<file path="config.mk">
export PLATFORM = sky130hd
export DESIGN_NAME = background_index_reader_flat
export DESIGN_NICKNAME = d
export VERILOG_FILES = /design/src/rtl/background_index_reader_if.sv /design/src/rtl/background_index_reader.sv /design/src/flat_wrapper.sv
export SDC_FILE = /design/constraint.sdc
export NUM_CORES = 1
export LEC_CHECK = 0
export BUFFER_PORTS_ARGS = -buffer_cell sky130_fd_sc_hd__buf_2
export CAP_MARGIN = 20
export CORE_UTILIZATION = 55
export CTS_BUF_LIST = sky130_fd_sc_hd__clkbuf_4
export DETAILED_ROUTE_END_ITERATION = 10
export PLACE_DENSITY = 0.92
export SLEW_MARGIN = 10
export SYNTH_ARGS = -nofsm -noshare
export SYNTH_HDL_FRONTEND = slang
export SYNTH_SLANG_ARGS = --single-unit
</file>
<file path="constraint.sdc">
create_clock -name clk1_clk -period 4.94 [get_ports clk1_clk]
set_clock_uncertainty 0.15 [all_clocks]
set_input_delay 0.988 -clock clk1_clk [delete_from_list [all_inputs] [get_ports clk1_clk]]
set_output_delay 0.988 -clock clk1_clk [all_outputs]
set_load 0.05 [all_outputs]
</file>
<file path="src/rtl/background_index_reader_if.sv">
// Memory read port plus outgoing index stream for background_index_reader.
// master = the reader; slave = memory / index consumer side.
`timescale 1ns/1ps
interface background_index_reader_if #(
  parameter int IDX_W = 4
);
  logic [5:0]       m_address;
  logic             m_chipselect;
  logic             m_clken;
  logic             m_write;
  logic [31:0]      m_writedata;
  logic [3:0]       m_byteenable;
  logic             m_debugaccess;
  logic [31:0]      m_readdata;
  logic             idx_valid;
  logic             idx_ready;
  logic [IDX_W-1:0] idx_data;
  logic             idx_last;

  modport master (
    output m_address, m_chipselect, m_clken, m_write, m_writedata,
           m_byteenable, m_debugaccess,
    input  m_readdata,
    output idx_valid, idx_data, idx_last,
    input  idx_ready
  );

  modport slave (
    input  m_address, m_chipselect, m_clken, m_write, m_writedata,
           m_byteenable, m_debugaccess,
    output m_readdata,
    input  idx_valid, idx_data, idx_last,
    output idx_ready
  );
endinterface

</file>
<file path="src/rtl/background_index_reader.sv">
// Reads a block of 32-bit words and streams each as 32/IDX_W packed indices, LSB first.
// Per word: 1 READ + READ_LATENCY WAIT + 32/IDX_W UNPACK cycles; idx_ready low stalls UNPACK.
`timescale 1ns/1ps
module background_index_reader #(
  parameter int IDX_W        = 4,
  parameter int READ_LATENCY = 1
) (
  input  logic       clk1_clk,
  input  logic       reset1_reset,
  input  logic       start,
  input  logic [5:0] base_addr,
  input  logic [6:0] word_count,
  output logic       busy,
  output logic       done,
  background_index_reader_if.master bus
);
  localparam int PER_WORD = 32 / IDX_W;
  localparam int CNT_W    = $clog2(PER_WORD);

  typedef enum logic [2:0] {IDLE, READ, WAIT, UNPACK, DONE} state_t;

  state_t           state;
  logic [5:0]       addr;
  logic [6:0]       words_left;
  logic [31:0]      shreg;
  logic [CNT_W-1:0] idx_cnt;
  logic             wait_cnt;
  logic             busy_q;
  logic             done_q;
  logic             cs_q;
  logic [5:0]       addr_q;
  logic             valid_q;
  logic [IDX_W-1:0] data_q;
  logic             last_q;

  assign busy              = busy_q;
  assign done              = done_q;
  assign bus.m_address     = addr_q;
  assign bus.m_chipselect  = cs_q;
  assign bus.m_clken       = 1'b1;
  assign bus.m_write       = 1'b0;
  assign bus.m_writedata   = 32'h0;
  assign bus.m_byteenable  = 4'hF;
  assign bus.m_debugaccess = 1'b0;
  assign bus.idx_valid     = valid_q;
  assign bus.idx_data      = data_q;
  assign bus.idx_last      = last_q;

  always_ff @(posedge clk1_clk or posedge reset1_reset) begin
    if (reset1_reset) begin
      state      <= IDLE;
      addr       <= 6'd0;
      words_left <= 7'd0;
      shreg      <= 32'h0;
      idx_cnt    <= '0;
      wait_cnt   <= 1'b0;
      busy_q     <= 1'b0;
      done_q     <= 1'b0;
      cs_q       <= 1'b0;
      addr_q     <= 6'd0;
      valid_q    <= 1'b0;
      data_q     <= '0;
      last_q     <= 1'b0;
    end else begin
      done_q <= 1'b0;
      case (state)
        IDLE: begin
          if (start) begin
            busy_q <= 1'b1;
            if (word_count == 7'd0) begin
              state  <= DONE;
              done_q <= 1'b1;
            end else begin
              state      <= READ;
              addr       <= base_addr;
              addr_q     <= base_addr;
              cs_q       <= 1'b1;
              words_left <= (word_count > 7'd64) ? 7'd64 : word_count;
            end
          end
        end
        READ: begin
          state    <= WAIT;
          cs_q     <= 1'b0;
          wait_cnt <= 1'b0;
        end
        WAIT: begin
          if (wait_cnt == 1'(READ_LATENCY - 1)) begin
            state   <= UNPACK;
            shreg   <= bus.m_readdata;
            data_q  <= bus.m_readdata[IDX_W-1:0];
            valid_q <= 1'b1;
            idx_cnt <= '0;
            // A word always holds at least two indices, so its first one is never last.
            last_q  <= 1'b0;
          end else begin
            wait_cnt <= wait_cnt + 1'b1;
          end
        end
        UNPACK: begin
          if (bus.idx_ready) begin
            shreg <= shreg >> IDX_W;
            if (idx_cnt == CNT_W'(PER_WORD - 1)) begin
              valid_q    <= 1'b0;
              last_q     <= 1'b0;
              addr       <= addr + 6'd1;
              words_left <= words_left - 7'd1;
              if (words_left == 7'd1) begin
                state  <= DONE;
                done_q <= 1'b1;
              end else begin
                state  <= READ;
                cs_q   <= 1'b1;
                addr_q <= addr + 6'd1;
              end
            end else begin
              data_q  <= shreg[2*IDX_W-1:IDX_W];
              idx_cnt <= idx_cnt + 1'b1;
              last_q  <= (words_left == 7'd1) && (idx_cnt == CNT_W'(PER_WORD - 2));
            end
          end
        end
        DONE: begin
          state  <= IDLE;
          busy_q <= 1'b0;
        end
        default: state <= IDLE;
      endcase
    end
  end
endmodule

</file>
<file path="src/flat_wrapper.sv">
// flat-port wrapper written by rule: the top's interface ports become plain ports
module background_index_reader_flat 
#(
  parameter int IDX_W        = 4,
  parameter int READ_LATENCY = 1
)
  (clk1_clk, reset1_reset, start, base_addr, word_count, busy, done, bus_m_address, bus_m_chipselect, bus_m_clken, bus_m_write, bus_m_writedata, bus_m_byteenable, bus_m_debugaccess, bus_m_readdata, bus_idx_valid, bus_idx_data, bus_idx_last, bus_idx_ready);
  background_index_reader_if #(.IDX_W(IDX_W)) bus_i ();
  input  logic clk1_clk;
  input  logic reset1_reset;
  input  logic start;
  input  logic [5:0] base_addr;
  input  logic [6:0] word_count;
  output logic busy;
  output logic done;
  output wire logic [$bits(bus_i.m_address)-1:0] bus_m_address;
  output wire logic [$bits(bus_i.m_chipselect)-1:0] bus_m_chipselect;
  output wire logic [$bits(bus_i.m_clken)-1:0] bus_m_clken;
  output wire logic [$bits(bus_i.m_write)-1:0] bus_m_write;
  output wire logic [$bits(bus_i.m_writedata)-1:0] bus_m_writedata;
  output wire logic [$bits(bus_i.m_byteenable)-1:0] bus_m_byteenable;
  output wire logic [$bits(bus_i.m_debugaccess)-1:0] bus_m_debugaccess;
  input wire logic [$bits(bus_i.m_readdata)-1:0] bus_m_readdata;
  output wire logic [$bits(bus_i.idx_valid)-1:0] bus_idx_valid;
  output wire logic [$bits(bus_i.idx_data)-1:0] bus_idx_data;
  output wire logic [$bits(bus_i.idx_last)-1:0] bus_idx_last;
  input wire logic [$bits(bus_i.idx_ready)-1:0] bus_idx_ready;
  assign bus_m_address = bus_i.m_address;
  assign bus_m_chipselect = bus_i.m_chipselect;
  assign bus_m_clken = bus_i.m_clken;
  assign bus_m_write = bus_i.m_write;
  assign bus_m_writedata = bus_i.m_writedata;
  assign bus_m_byteenable = bus_i.m_byteenable;
  assign bus_m_debugaccess = bus_i.m_debugaccess;
  assign bus_i.m_readdata = bus_m_readdata;
  assign bus_idx_valid = bus_i.idx_valid;
  assign bus_idx_data = bus_i.idx_data;
  assign bus_idx_last = bus_i.idx_last;
  assign bus_i.idx_ready = bus_idx_ready;
  background_index_reader #(.IDX_W(IDX_W), .READ_LATENCY(READ_LATENCY)) u_core (.clk1_clk(clk1_clk), .reset1_reset(reset1_reset), .start(start), .base_addr(base_addr), .word_count(word_count), .busy(busy), .done(done), .bus(bus_i));
endmodule
</file>
---- Word-level counts from Yosys, hierarchy flattened ----
Cells that the tools add are included.
W data, S select, Z words.
cells by class
  muxes and demuxes ....................... 57
  eq/ne operators ......................... 14
  $add $sub $neg .......................... 4
  magnitude comparators ................... 1
  reductions and logical operators ........ 16
operators by type and width
  operator               count
  $mux W32               2
  $pmux W32 S2           1
  $mux W6                7
  $mux W7                5
  $mux W3                9
  $pmux W6 S2            2
  $mux W1                18
  $pmux W7 S2            1
  $mux W4                3
  $ne A2 B2 Y1 const B   6
  $pmux W3 S4            1
  $reduce_and A4 Y1      3
  $reduce_and A6 Y1      2
  $pmux W1 S2            5
  $eq A3 B3 Y1 const B   3
  $pmux W4 S2            1
  $reduce_bool A2 Y1     4
  $eq A7 B1 Y1 const B   1
  $gt A7 B7 Y1 const B   1
  $logic_not A7 Y1       1
  $sub A7 B1 Y7 const B  1
  $add A6 B1 Y6 const B  1
  $eq A3 B2 Y1 const B   2
  $pmux W3 S2            1
  other kinds (11)       11
storage, ports and cells
  input bits .............................. 49
  output and inout bits ................... 54
  flip-flop bits (word level) ............. 67
  word-level logic and storage cells ...... 105

---- Longest topological paths before layout ----
  word-level depth ........................ 5
  mapped depth ............................ 7
  gate-level depth less buffers ........... 6

---- Worst setup path before layout ----
No wires, ideal clock.
  kind .................................... input-to-reg
  start point ............................. in word_count[3]
  end point ............................... reg u_core.addr_q[0] (netlist: u_core.bus.m_address[0])
  cell stages on the path ................. 4
  setup time .............................. 0.125 ns
  arrival time ............................ 2.279 ns
  path buffers ............................ 0
  slack ................................... 2.387 ns
  data required time ...................... 4.665 ns
  path through ............................ nor4_2 -> a21boi_0 -> o21ai_1 -> mux2_2
between the ends
  cells in the longest elaborated chain, start to end .. 3
ends and longest elaborated chain
  what                                line                            source
  start: declaration                  flat_wrapper.sv:13              input logic [6:0] word_count;
  $logic_not A7 Y1                    background_index_reader.sv:70   if (word_count == 7'd0) begin
  $ne A2 B2 Y1 (no source line)       -
  $reduce_and A6 Y1 (no source line)  -
  end signal: assignment              background_index_reader.sv:76   addr_q <= base_addr;
  end signal: assignment              background_index_reader.sv:114  addr_q <= addr + 6'd1;
  end: declaration                    background_index_reader.sv:31   logic [5:0] addr_q;
No other way between the ends.
A chain may end at the register's enable or synchronous reset.

---- Worst setup path in the final report ----
  start point ............................. in word_count[3]
  end point ............................... reg u_core.addr_q[2] (netlist: u_core.bus.m_address[2])
Same word-level chain as after synthesis.

==> impl_metrics.toml <==
[global_routing]
overflow = 0
grt_max_degree = 63
antenna_found_initial = 0
grt_pass1_vias = 2579
track_usage_pct = 22.7
grt_pass1_wl_microns = 11100

[sta]
min_period_over_period_pct = 53.3
period_needed_ps = 2630
rsz0062_at_grt = "false"
slew_headroom_pct = 33.0
clock.fmax_ghz = 0.380
final.setup.tns_ps = 0
finalHoldViolCount = 0
slew_violations = 0
setup_viol = 0
worst_slew_pin_slew_ps = 1000
worst_slack_ps = 2310

[final_layout]
n_fill_cell = 513
stdcell_count = 513
antenna_cells = 0
final_common_cell = "buf_2"
multi_input_area_sq_mm = 0.00156
num-nets-final = 488
syn_to_final_growth_pct = 9.03
layout_common_cells = "63 x buf_2, 62 x dfrtp_1, 60 x nand2_1"
seqCellArea_sq_mm = 0.00155
drive_above_1_share_pct = 22.1

[critical_path]
r2r_cells = 5
cp.required_ps = 5080
endpoint_kind = "flop"
worstSetupStartpointType = "input pin"
crit_arrival_ps = 2770
critical_path_class = "in -> reg"
cp_max_fo = 6

[worst_hold_path]
hold_depth = 1
worst_hold_path_type = "reg -> reg"

[clocking]
h-tree-depth = 3
clk_root_buffer_cell = "clkbuf_4"
cts_tree = "built"
clock_sinks = 62
cts_hold_buffers = 0
cts_buffers = 9
clock_path_buffers = 2
clk_pin_slew_worst_paths_ps = 100
cts_setup_buffers = 0
clock_latency_ps = 400
cts-resized-gates = 0

[yosys]
seq_area_frac_synth_pct = 45.7
ys_types = 48
synth_area_sq_mm = 0.00340
async_flop_share_pct = 100
synth-seq-cells = 62
synth_edf_count = 0
synth_ff_type = "dfrtp_1"
netlist_instances = 377
syn_area_per_cell_sq_um = 9.01
synth_warnings = 0

[detailed_routing]
initialDrtViolationCount = 185
dr.pass1.iters = 4
ant_nets = 0
drt_wl_total_microns = 6940
vias = 2819
viasPerCell = 5.50
drc = 0
wl_per_cell_microns = 13.5

[place]
gp_congestion = 0.852
portBuffers = 63
post-dp-hpwl_microns = 4720
dp_cells = 497
post-place-ws_ps = 1970

[run]
max_cap_violations = 0

[die]
dieWidth_microns = 80.6
core_sq_mm = 0.00592
dieArea_sq_mm = 0.00649
pin_count = 103
die_y_microns = 80.6
initial_core_util_pct = 57.4
num_rows = 28

[outcome]
outcome = "completed"

[power_and_ir_drop]
ir_worst_vdd_mv = 0.313
p_total_mw = 2.33
leakage_nw = 1.79
power.density_mw_per_mm2 = 628
## metrics by stage
stage,hold WS [ps],area (sq um),utilization [%]
3_3_place_gp,314,3590,60.7
4_1_cts,334,3700,62.5
2_1_floorplan,323,3530,-
6_report,327,3700,62.5
3_5_place_dp,311,3590,60.7
5_1_grt,346,3700,62.5
## worst max-delay path, stage by stage
cell and delay [ps]:
buf_2 110, nor4_2 490, a21boi_0 190, o21ai_1 580, mux2_2 420
## cell type report
cell class,count,share of cell area [%]
Sequential cell,62,41.9
Tap cell,75,2.53
Clock buffer,11,2.23
Multi-Input combinational cell,281,42.2
Clock inverter,5,0.710
Inverter,13,1.32
Timing Repair Buffer,66,9.12
## sequential cells by signal (all words and copies together), names as in the netlist
signal                   flops
u_core.bus.idx_data          4
u_core.state                 3
u_core.addr                  6
u_core.bus.m_address         6
u_core.words_left            7
u_core.bus.idx_last          1
u_core.done                  1
u_core.idx_cnt               3
u_core.bus.m_chipselect      1
u_core.busy                  1
u_core.shreg                28
u_core.bus.idx_valid         1
## cell families (layout without fill, tap and decap cells)
| kind of cell | after synthesis | after routing | synth area share (%) |
|---|---|---|---|
| AOI/OAI and AO/OA | 93 | 93 | 18.1 |
| xor gates and xnor gates | 3 | 3 | 0.774 |
| adders and majority gates | 6 | 6 | 2.21 |
| buffers and inverters | 71 | 95 | 12.6 |
| DFF | 62 | 62 | 45.7 |
| muxes | 11 | 11 | 3.72 |
| other | 2 | 39 | 0.221 |
| and+or+nand+nor | 129 | 129 | 16.6 |
## power breakdown
part,internal [mW],leakage (nW),switching (mW)
clock,0.111,0.0641,0.183
sequential,0.738,0.724,0.165
combinational,0.397,1.01,0.733
## final timing paths
check                                            startpoint                                   to  slack, ps
max in group asynchronous                      reset1_reset         u_core.shreg[28]$_DFFE_PP0P_       3480
hold reg to reg            u_core.bus.idx_valid$_DFFE_PP0P_     u_core.bus.idx_valid$_DFFE_PP0P_        330
setup / recovery                              word_count[3]  u_core.bus.m_address[2]$_DFFE_PP0P_       2310
hold / removal             u_core.bus.idx_valid$_DFFE_PP0P_     u_core.bus.idx_valid$_DFFE_PP0P_        330
setup reg to reg                u_core.state[0]$_DFFE_PP0P_     u_core.words_left[3]$_DFFE_PP0P_       2330
min in group asynchronous                      reset1_reset          u_core.state[0]$_DFFE_PP0P_        620
## synthesized netlist by cell type (4+ instances only)
| library cell | instances | area, sq um |
|---|---|---|
| dfrtp_1 | 62 | 1550 |
| nand2_1 | 60 | 225 |
| nor2_1 | 40 | 150 |
| buf_4 | 39 | 293 |
| a31oi_1 | 30 | 188 |
| a21oi_1 | 19 | 95.1 |
| clkbuf_1 | 15 | 56.3 |
| inv_1 | 13 | 48.8 |
| mux2_2 | 9 | 101 |
| o22ai_1 | 8 | 50.1 |
| nand3_1 | 7 | 35.0 |
| o21ai_0 | 7 | 35.0 |
| ha_1 | 6 | 75.1 |
| nor3_1 | 5 | 25.0 |
| o22a_1 | 5 | 43.8 |
| a22o_1 | 4 | 35.0 |
| a2bb2oi_1 | 4 | 35.0 |
## routing by layer
layer | wire length (microns) | up-vias | share of wire (%) | GRT usage, %
met3 | 531 | 16 | 7.6 | 3.41
met4 | 157 | 0 | 2.3 | 13.2
met5 | 0 | - | 0 | 0
met1 | 2880 | 1330 | 42 | 27.2
li1 | - | 1347 | - | -
met2 | 3370 | 126 | 49 | 38.6
Power figures use the tool's default switching activity.
